$ cat config.mk
export PLATFORM = sky130hd
export DESIGN_NAME = dice_roll_scheduler
export DESIGN_NICKNAME = d
export VERILOG_FILES = /design/src/rtl/dice_roll_scheduler.sv
export SDC_FILE = /design/constraint.sdc
export NUM_CORES = 1
export LEC_CHECK = 0
export CAP_MARGIN = 0
export CELL_PAD_IN_SITES_DETAIL_PLACEMENT = 2
export CELL_PAD_IN_SITES_GLOBAL_PLACEMENT = 2
export CORE_ASPECT_RATIO = 0.6
export CORE_MARGIN = 10
export CORE_UTILIZATION = 28
export DETAILED_ROUTE_END_ITERATION = 7
export GPL_ROUTABILITY_DRIVEN = 0
export GPL_TIMING_DRIVEN = 0
export PLACE_DENSITY = 0.88
export SYNTH_ARGS = -nofsm -noshare
export SYNTH_HDL_FRONTEND = slang
export SYNTH_SLANG_ARGS = --single-unit
$ cat constraint.sdc
create_clock -name clock -period 2.7 [get_ports clock]
set_clock_uncertainty 0.1 [all_clocks]
set_input_delay 0.81 -clock clock [delete_from_list [all_inputs] [get_ports clock]]
set_output_delay 0.81 -clock clock [all_outputs]
set_load 0.05 [all_outputs]
$ cat src/rtl/dice_roll_scheduler.sv
// dice_roll_scheduler: round-robin arbiter that shares one DiceRoller among
// NUM_REQ requesters. It issues a roll, waits ROLL_LATENCY edges, captures the
// value and range-checks it, then returns the result under valid/ready.
module dice_roll_scheduler #(
  parameter int unsigned NUM_REQ      = 4,
  parameter int unsigned ID_W         = 2,
  parameter int unsigned ROLL_LATENCY = 1
) (
  input  logic                 clock,
  input  logic                 reset,
  input  logic [NUM_REQ-1:0]   req_valid,
  input  logic [2*NUM_REQ-1:0] req_die,
  output logic [NUM_REQ-1:0]   req_ready,
  output logic                 roll,
  output logic [1:0]           die_select,
  input  logic [7:0]           rolled_number,
  output logic                 result_valid,
  input  logic                 result_ready,
  output logic [ID_W-1:0]      result_id,
  output logic [7:0]           result_value,
  output logic                 result_err,
  output logic                 busy,
  output logic [15:0]          roll_count
);

  localparam int unsigned CNT_W = 4;
  localparam int unsigned VAL_W = 8;
  localparam int unsigned RC_W  = 16;

  localparam logic [1:0] S_IDLE  = 2'd0;
  localparam logic [1:0] S_ISSUE = 2'd1;
  localparam logic [1:0] S_WAIT  = 2'd2;
  localparam logic [1:0] S_RESP  = 2'd3;

  logic [1:0]       state_q, state_d;
  logic [ID_W-1:0]  ptr_q, ptr_d;
  logic [ID_W-1:0]  id_q, id_d;
  logic [1:0]       die_q, die_d;
  logic [CNT_W-1:0] wait_cnt_q, wait_cnt_d;
  logic [VAL_W-1:0] value_q, value_d;
  logic             err_q, err_d;
  logic [RC_W-1:0]  roll_count_q, roll_count_d;

  logic             win_found;
  logic [ID_W-1:0]  win_id;
  logic [1:0]       win_die;

  // Face count of each die code.
  function automatic logic [VAL_W-1:0] sides(input logic [1:0] die);
    case (die)
      2'b00:   sides = VAL_W'(4);
      2'b01:   sides = VAL_W'(6);
      2'b10:   sides = VAL_W'(8);
      default: sides = VAL_W'(20);
    endcase
  endfunction

  // Round-robin search starting just after the last winner, then fetch its die code.
  always_comb begin
    win_found = 1'b0;
    win_id    = '0;
    win_die   = 2'b00;
    for (int unsigned i = 1; i <= NUM_REQ; i++) begin
      if (!win_found && req_valid[ID_W'((32'(ptr_q) + i) % NUM_REQ)]) begin
        win_found = 1'b1;
        win_id    = ID_W'((32'(ptr_q) + i) % NUM_REQ);
      end
    end
    for (int unsigned j = 0; j < NUM_REQ; j++) begin
      if (win_id == ID_W'(j)) begin
        win_die = req_die[2*j +: 2];
      end
    end
  end

  // Next-state and datapath update for the IDLE/ISSUE/WAIT/RESP sequence.
  always_comb begin
    state_d      = state_q;
    ptr_d        = ptr_q;
    id_d         = id_q;
    die_d        = die_q;
    wait_cnt_d   = wait_cnt_q;
    value_d      = value_q;
    err_d        = err_q;
    roll_count_d = roll_count_q;
    req_ready    = '0;
    case (state_q)
      S_IDLE: begin
        if (win_found) begin
          req_ready = NUM_REQ'(1) << win_id;
          id_d      = win_id;
          die_d     = win_die;
          ptr_d     = win_id;
          state_d   = S_ISSUE;
        end
      end
      S_ISSUE: begin
        wait_cnt_d = CNT_W'(ROLL_LATENCY);
        state_d    = S_WAIT;
      end
      S_WAIT: begin
        wait_cnt_d = wait_cnt_q - CNT_W'(1);
        if (wait_cnt_q == CNT_W'(1)) begin
          value_d      = rolled_number;
          err_d        = (rolled_number == '0) || (rolled_number > sides(die_q));
          roll_count_d = roll_count_q + RC_W'(1);
          state_d      = S_RESP;
        end
      end
      S_RESP: begin
        if (result_ready) begin
          state_d = S_IDLE;
        end
      end
      default: state_d = S_IDLE;
    endcase
  end

  // State and datapath registers with synchronous reset.
  always_ff @(posedge clock) begin
    if (reset) begin
      state_q      <= S_IDLE;
      ptr_q        <= ID_W'(NUM_REQ - 1);
      id_q         <= '0;
      die_q        <= 2'b00;
      wait_cnt_q   <= '0;
      value_q      <= '0;
      err_q        <= 1'b0;
      roll_count_q <= '0;
    end else begin
      state_q      <= state_d;
      ptr_q        <= ptr_d;
      id_q         <= id_d;
      die_q        <= die_d;
      wait_cnt_q   <= wait_cnt_d;
      value_q      <= value_d;
      err_q        <= err_d;
      roll_count_q <= roll_count_d;
    end
  end

  // Outputs decoded directly from registered state.
  always_comb begin
    roll         = (state_q == S_ISSUE);
    die_select   = ((state_q == S_ISSUE) || (state_q == S_WAIT)) ? die_q : 2'b00;
    result_valid = (state_q == S_RESP);
    result_id    = id_q;
    result_value = value_q;
    result_err   = err_q;
    busy         = (state_q != S_IDLE);
    roll_count   = roll_count_q;
  end

endmodule

# Word level (Yosys, flattened, before mapping)
# Index checks and enable logic that the tools add are counted.
# totals
reg_bits	37
out_inout_bits	36
input_bits	23
# classes
n_eq_ne	12
order_cmp	5
shifts	1
n_reduce_logical	17
n_addsub	6
n_mux	31
# ops
operator	count
$mux 2	12
$add 16x1->16 const B	1
$mux 8	2
$pmux 5 s3	1
$lt 2x3->1 const B	4
$eq 2x2->1 const B	5
$bmux 1 s2	4
$gt 8x8->1	1
$logic_not 8->1	1
$mux 1	8
$mux 4	2
$pmux 2 s4	1
$pmux 4 s2	1
$eq 2x1->1 const B	3
$logic_not 2->1	3
$add 2x1->2 const B	2
$add 2x2->2 const B	2
$eq 4x1->1 const B	1
$ne 2x2->1 const B	2
$reduce_and 2->1	2
$reduce_bool 2->1	2
$shl 1x2->4 const A	1
$sub 4x1->4 const B	1
$logic_and 1x1->1	3
4 further kinds	7

# Logic depth before layout (Yosys ltp)
# Gate-level depths: netlist of the first run.
# logic_depth
depth_word	18
depth_mapped	8
ltp_nobuf	8

# Least setup slack after synthesis of the first run
# OpenSTA, ideal clock, no wires.
# synth_timing
path_type	input to output
from	input req_valid[1]
to	output req_ready[2]
path_slack_ns	-0.300
n_path_buf	0
arrival_ns	2.090
stages	4
cell_sequence	o21a_1 a21oi_2 nand2_1 nor2_1
# synth_via
elab_chain_cells	15
word_cells_on_any_way	25
classes_between	shift: 1; mux: 18; reduce/logical: 6
# synth_rtl
item	line	rtl
from (decl)	11	input logic [NUM_REQ-1:0] req_valid,
$bmux 1 s2	64	if (!win_found && req_valid[ID_W'((32'(ptr_q) + i) % NUM_REQ)]) begin
$mux 1 (implied by the code)	64	
$mux 1	64	
$logic_not 1->1	64	
$logic_and 1x1->1	64	
$mux 1	64	
$logic_not 1->1	64	
$logic_and 1x1->1	64	
$mux 1	64	
$logic_not 1->1	64	
$logic_and 1x1->1	64	
$mux 2	64	
$shl 1x2->4	90	req_ready = NUM_REQ'(1) << win_id;
$mux 4 (*)	89	if (win_found) begin
$mux 4 (*)	87	case (state_q)
to (decl)	13	output logic [NUM_REQ-1:0] req_ready,
# Mark *: on every way between the ends. The rest lies on a longest branch, timed or not. The select of a mux whose other input is x is not followed.

# Worst setup path after layout of the first run
# layout_timing
from	input req_valid[2]
to	output req_ready[1]
# The elaborated chain is that of the path after synthesis.

==> results_dict.tcl, run 1 <==
set metrics [dict create \
    final_layout_size_suffix_gt1_share_pct 15.79 \
    grt-ovfl-total 0 \
    cts-htree-levels 2 \
    ys_types 39 \
    holdPathStages 2 \
    worst_slack_ps -2.749 \
    arrival_ps 1790 \
    fin_nets 337 \
    area_growth_pct 54.06 \
    path_clk_slew_ps 80 \
    route.detailed.drc 0 \
    placed_cells 376 \
    max_freq_mhz 370.0 \
    criticalPathCategory "input port to primary output" \
    core_um2 6590 \
    cp-end-kind "primary output" \
    antenna_cells 0 \
    ant_nets 0 \
    dp_slack_ps -1379 \
    synth-edff-count 0 \
    grt_pass1_vias 2239 \
    placed_cell_area_um2 2586 \
    num_vias 1982 \
    slew_viol_final 0 \
    wire_per_inst_um 21.08 \
    slew-limit-headroom_pct 46.55 \
    cts_hold_buffers 0 \
    rows 23 \
    clk_path_buf_depth 2 \
    status "complete, but fails checks" \
    top_level_ports 59 \
    syn_avg_cell_area_um2 8.146 \
    layout_common_cells "clkdlybuf4s50_1 (47), dfxtp_1 (37), nand2_1 (33)" \
    clock_latency_ps 290 \
    synth_seq_cells 37 \
    fin_crit_ps 2703 \
    cp.required_ps 1790 \
    viasPerCell 5.069 \
    stdcell_area_um2 2899 \
    grt_pass1_wl_mm 12.39 \
    die_h_um 83.50 \
    hold_path.class "register to register" \
    ys_seq_area_share_pct 39.36 \
    hold_viol_final 0 \
    final_common_cell "clkdlybuf4s50_1" \
    synthCells 231 \
    tritoncts "yes" \
    p_leak_nw 1.120 \
    grt.total_usage_pct 14.37 \
    syn-num-nets 265 \
    fin_util_pct 43.99 \
    syn_area_um2 1882 \
    failed_checks "negative setup slack" \
    critPathLaunchType "input port" \
    synth_top_flop_cell "dfxtp_1" \
    cts_inserted_buffers 5 \
    tightest_slew_ps 781.5 \
    start_util_pct 28.56 \
    cts.sinks 37 \
    path_max_fanout 4 \
    setup_viol_count_final 1 \
    maxCapViolCount 0 \
    dr.pass1.iters 4 \
    cts-root-buf "clkbuf_8" \
    antenna_found_initial 0 \
    die_x_um 125.8 \
    grt_max_degree 12 \
    timing.final.crit_share_pct 100.1 \
    finalHoldWorstSlack_ps 365.2 \
    dp_hpwl_mm 5.229 \
    drt_iter0_markers 106 \
    die-area_um2 10510 \
    power.density_nw_per_um2 855.9 \
    peakVddDrop_mv 0.3824 \
    r2r_cells 7 \
    yosysWarnings 0 \
    drt-total-wl_mm 8.243 \
    async_flop_share_pct 0 \
    fin_cells 391 \
    io_buffers 58 \
]
per-layer routing:
metal | track usage, % | vias to the layer above | wire [um]
li1 | - | 933 | -
met4 | 3.502 | 0 | 184
met2 | 24.93 | 56 | 4014
met1 | 17.06 | 978 | 3608
met3 | 4.061 | 15 | 435
met5 | 0 | - | 0
metrics by stage:
step                total power [mW]  setup TNS (ps)
floorplan                      1.392          -131.2
global placement               1.696           -5502
detailed placement             1.733           -6257
CTS                            2.361               0
global route                   2.621          -113.3
finish                         2.481          -2.749
layout make-up:
class / instances / area (um^2)
multi-input combinational: 175 / 1215
clock inverter: 1 / 30.03
timing repair buffer: 66 / 646.9
inverter: 12 / 45.04
sequential: 37 / 740.7
fill: 726 / 3691
clock buffer: 7 / 86.33
tap: 87 / 108.9
buffer: 6 / 26.28
flip-flops by register name, indices dropped and copies added (netlist names):
signal,cells
roll_count,16
result_value,8
wait_cnt_q,4
die_q,2
ptr_q,2
result_id,2
state_q,2
result_err,1
cell families (layout without fill, tap and decap cells):
family / Yosys count / in the layout / share of synthesized area (%)
buffers and inverters: 19 / 92 / 3.989
XOR/XNOR: 10 / 10 / 4.654
multiplexers: 5 / 5 / 2.660
AND/OR/NAND/NOR: 108 / 108 / 28.32
adder cells (fa/ha/maj): 11 / 11 / 7.314
AO/OA/AOI/OAI: 41 / 41 / 13.70
flip-flops: 37 / 37 / 39.36
timing repair:
item | CTS | global route
gates resized for setup | 72 | 21
setup endpoints to repair | 7 | 6
pin swaps | 8 | 7
setup buffers | 4 | 4
hold endpoints to repair | 0 | 0
gates cloned | 0 | 0
report_power, final:
part / total, mW / internal (mW) / leakage, nW / switching [mW]
clock: 0.510 / 0.301 / 0.0585 / 0.209
sequential: 0.730 / 0.627 / 0.300 / 0.103
combinational: 1.24 / 0.463 / 0.761 / 0.779
total: 2.48 / 1.39 / 1.12 / 1.09
cell usage after synthesis (all sizes together) (2+ instances only):
| library cell | n | share of area, % |
|---|---|---|
| xnor2 | 4 | 1.9 |
| nor4 | 2 | 0.66 |
| nand3 | 6 | 1.6 |
| o22ai | 2 | 0.66 |
| nor2 | 31 | 6.2 |
| a21oi | 18 | 5.0 |
| nand4 | 3 | 1.8 |
| nor3 | 6 | 1.9 |
| and3 | 2 | 0.66 |
| o221ai | 2 | 0.93 |
| and2 | 2 | 0.66 |
| dfxtp | 37 | 39 |
| clkbuf | 6 | 1.2 |
| nand3b | 2 | 0.80 |
| inv | 12 | 2.4 |
| xor2 | 6 | 2.8 |
| ha | 11 | 7.3 |
| a311oi | 2 | 0.93 |
| and4 | 2 | 0.93 |
| nand2 | 34 | 6.8 |
| nor2b | 4 | 1.3 |
| o21a | 3 | 1.2 |
| o21ai | 7 | 1.9 |
| nand2b | 7 | 2.3 |
| or3 | 5 | 1.7 |
| mux2i | 5 | 2.7 |
worst max-delay path: stages:
cell and delay [ps]:
buf_8 110, nand2b_4 150, a21oi_4 180, a211oi_2 60
buf_4 180, nor2_2 120, buf_6 160
worst paths after layout:
kind,start,slack (ps),endpoint
hold reg to reg,result_value[6],370,result_value[6]
setup / recovery,req_valid[2],-3,req_ready[1]
setup reg to reg,state_q[0],480,roll_count[1]
hold / removal,result_value[6],370,result_value[6]
No activity file was read; power rests on OpenSTA's default activity.
==> run 2, diff against run 1 <==
Settings changed: CORE_UTILIZATION 28 to 29, CTS_BUF_LIST set to sky130_fd_sc_hd__clkbuf_4, PLACE_DENSITY 0.88 to 0.9.
==> run 2 against run 1 <==
Against the previous run:
- the run now ends clean
- routed wire length grew 14%
- flip-flop and latch count is the same
- clock power decreased by 19%
- die area fell by 2.8%
- utilization up 2.5 points
- combinational power about the same
- sequential power up 3.7%
- hold slack better by 2.2 ps
- total power down 1.7%
- final cell count down 1.0%
- non-clock buffer count shrank 1
- maximum frequency up 0.94%
- critical path type unchanged
- largest cell class unchanged
==> results_dict.tcl, run 2 (synthesized netlist as in run 1, its figures left out) <==
set metrics [dict create \
    status "complete, no violations" \
    finalHoldWorstSlack_ps 367.4 \
    fin_cells 387 \
    cp-end-kind "primary output" \
    antenna_cells 0 \
    grt_pass1_vias 2287 \
    cts_hold_buffers 0 \
    top_level_ports 59 \
    ant_nets 0 \
    final_common_cell "clkdlybuf4s50_1" \
    clock_latency_ps 360 \
    grt.total_usage_pct 16.85 \
    crit-reg2reg-launch "state_q[0]" \
    viasPerCell 5.328 \
    hold_viol_final 0 \
    max_freq_mhz 373.5 \
    slew_viol_final 0 \
    cts-htree-levels 2 \
    drt-total-wl_mm 9.401 \
    die_h_um 82.40 \
    tightest_slew_ps 650.2 \
    tritoncts "yes" \
    rows 22 \
    p_switching_mw 1.148 \
    timing.final.crit_share_pct 99.17 \
    maxCapViolCount 0 \
    placed_cell_area_um2 2582 \
    cts-root-buf "clkbuf_4" \
    power.density_nw_per_um2 846.3 \
    critPathLaunchType "input port" \
    reg2reg_to "roll_count[15]" \
    setup_viol_count_final 0 \
    p_leak_nw 1.136 \
    drt_iter0_markers 150 \
    largest_reg_flops 16 \
    io_buffers 58 \
    fin_total_pwr_mw 2.439 \
    p_int_mw 1.291 \
    area_growth_pct 53.12 \
    fin_nets 336 \
    grt-ovfl-total 0 \
    path_max_fanout 5 \
    core_um2 6193 \
    clk_path_buf_depth 2 \
    hold_path.class "register to register" \
    cts_inserted_buffers 5 \
    path_clk_slew_ps 150 \
    wire_per_inst_um 24.29 \
    placed_cells 373 \
    setup.worst_path.start "req_valid[1]" \
    slew-limit-headroom_pct 56.66 \
    worst_slack_ps 22.50 \
    die-area_um2 10220 \
    dr.pass1.iters 4 \
    criticalPathCategory "input port to primary output" \
    power_frac_comb_pct 52.0 \
    cp.required_ps 1790 \
    layout_common_cells "clkdlybuf4s50_1 (44), dfxtp_1 (34), nand2_1 (33)" \
    dp_hpwl_mm 5.175 \
    grt_max_degree 13 \
    final_layout_size_suffix_gt1_share_pct 17.16 \
    arrival_ps 1770 \
    ff2ff_setup_slack_ps 250 \
    dp_slack_ps -1363 \
    cts.sinks 37 \
    route.detailed.drc 0 \
    setup_tns_ps 0 \
    clkPwrFrac_pct 17.0 \
    stdcell_area_um2 2882 \
    r2r_cells 7 \
    die_x_um 124.0 \
    sequentialPowerShare_pct 31.0 \
    switching_share_pct 47.08 \
    start_util_pct 30.38 \
    fin_crit_ps 2678 \
    antenna_found_initial 0 \
    grt_pass1_wl_mm 13.36 \
    peakVddDrop_mv 0.4155 \
    num_vias 2062 \
    crit_path_end "req_ready[2]" \
    fin_util_pct 46.53 \
]
==> run 2: cell types whose count changed in the layout (fill, tap and decap cells not counted), moves of 2 or more <==
cell | before | now
dlymetal6s2s_1 | 0 | 2
clkdlybuf4s50_1 | 47 | 44
dfxtp_1 | 37 | 34
clkbuf_4 | 0 | 5
dfxtp_2 | 0 | 2
inv_1 | 12 | 10
inv_2 | 0 | 2
clkbuf_8 | 6 | 0
buf_6 | 6 | 4
==> run 2: layer usage <==
layer	global-route usage, %	wire length [um]	vias to the layer above
met5	0	0	-
met4	3.318	156	0
met3	4.268	497	12
met2	28.50	4355	57
met1	21.50	4392	1062
li1	-	-	931
==> run 2: worst min-delay path by stage <==
stage	startpoint	depth (start not counted)	slack [ps]	endpoint
final	result_value[7]	2	370	result_value[7]
after global routing	result_value[2]	2	400	result_value[2]
after CTS	result_value[3]	2	370	result_value[3]
after detailed placement	result_value[3]	2	350	result_value[3]
after global placement	result_value[2]	2	350	result_value[2]
after floorplan	ptr_q[0]	2	380	ptr_q[0]
==> run 2: repair_timing <==
item / CTS / global route
gates resized for setup: 78 / 28
setup endpoints to repair: 8 / 9
pin swaps: 8 / 7
setup buffers: 5 / 2
==> run 2: final cells by class <==
type	instances	area, um^2
Inverter	12	45.04
Fill cell	683	3312
Sequential cell	37	747.0
Clock inverter	3	41.29
Clock buffer	5	37.54
Multi-Input combinational cell	175	1222
Buffer	6	26.28
Timing Repair Buffer	65	656.9
Tap cell	84	105.1
==> run 2: critical path, cell delays in order <==
cell and delay (ps):
buf_12 120, o21a_1 210, a21oi_4 220, nand2_4 100
nor2_4 140, buf_8 150
==> run 2: power groups by stage <==
| stage | clock network (mW) | logic [mW] | registers [mW] |
|---|---|---|---|
| after CTS | 0.402 | 1.13 | 0.722 |
| after global routing | 0.445 | 1.34 | 0.765 |
| after global placement | 0 | 0.981 | 0.714 |
| after detailed placement | 0 | 1.01 | 0.725 |
| after floorplan | 0 | 0.598 | 0.794 |
| final | 0.413 | 1.27 | 0.757 |
==> run 3, diff against run 2 <==
Settings changed: CAP_MARGIN 0 to unset.
==> results of run 3 <==
Final layout, timing and power as in run 2 (identical DEF).
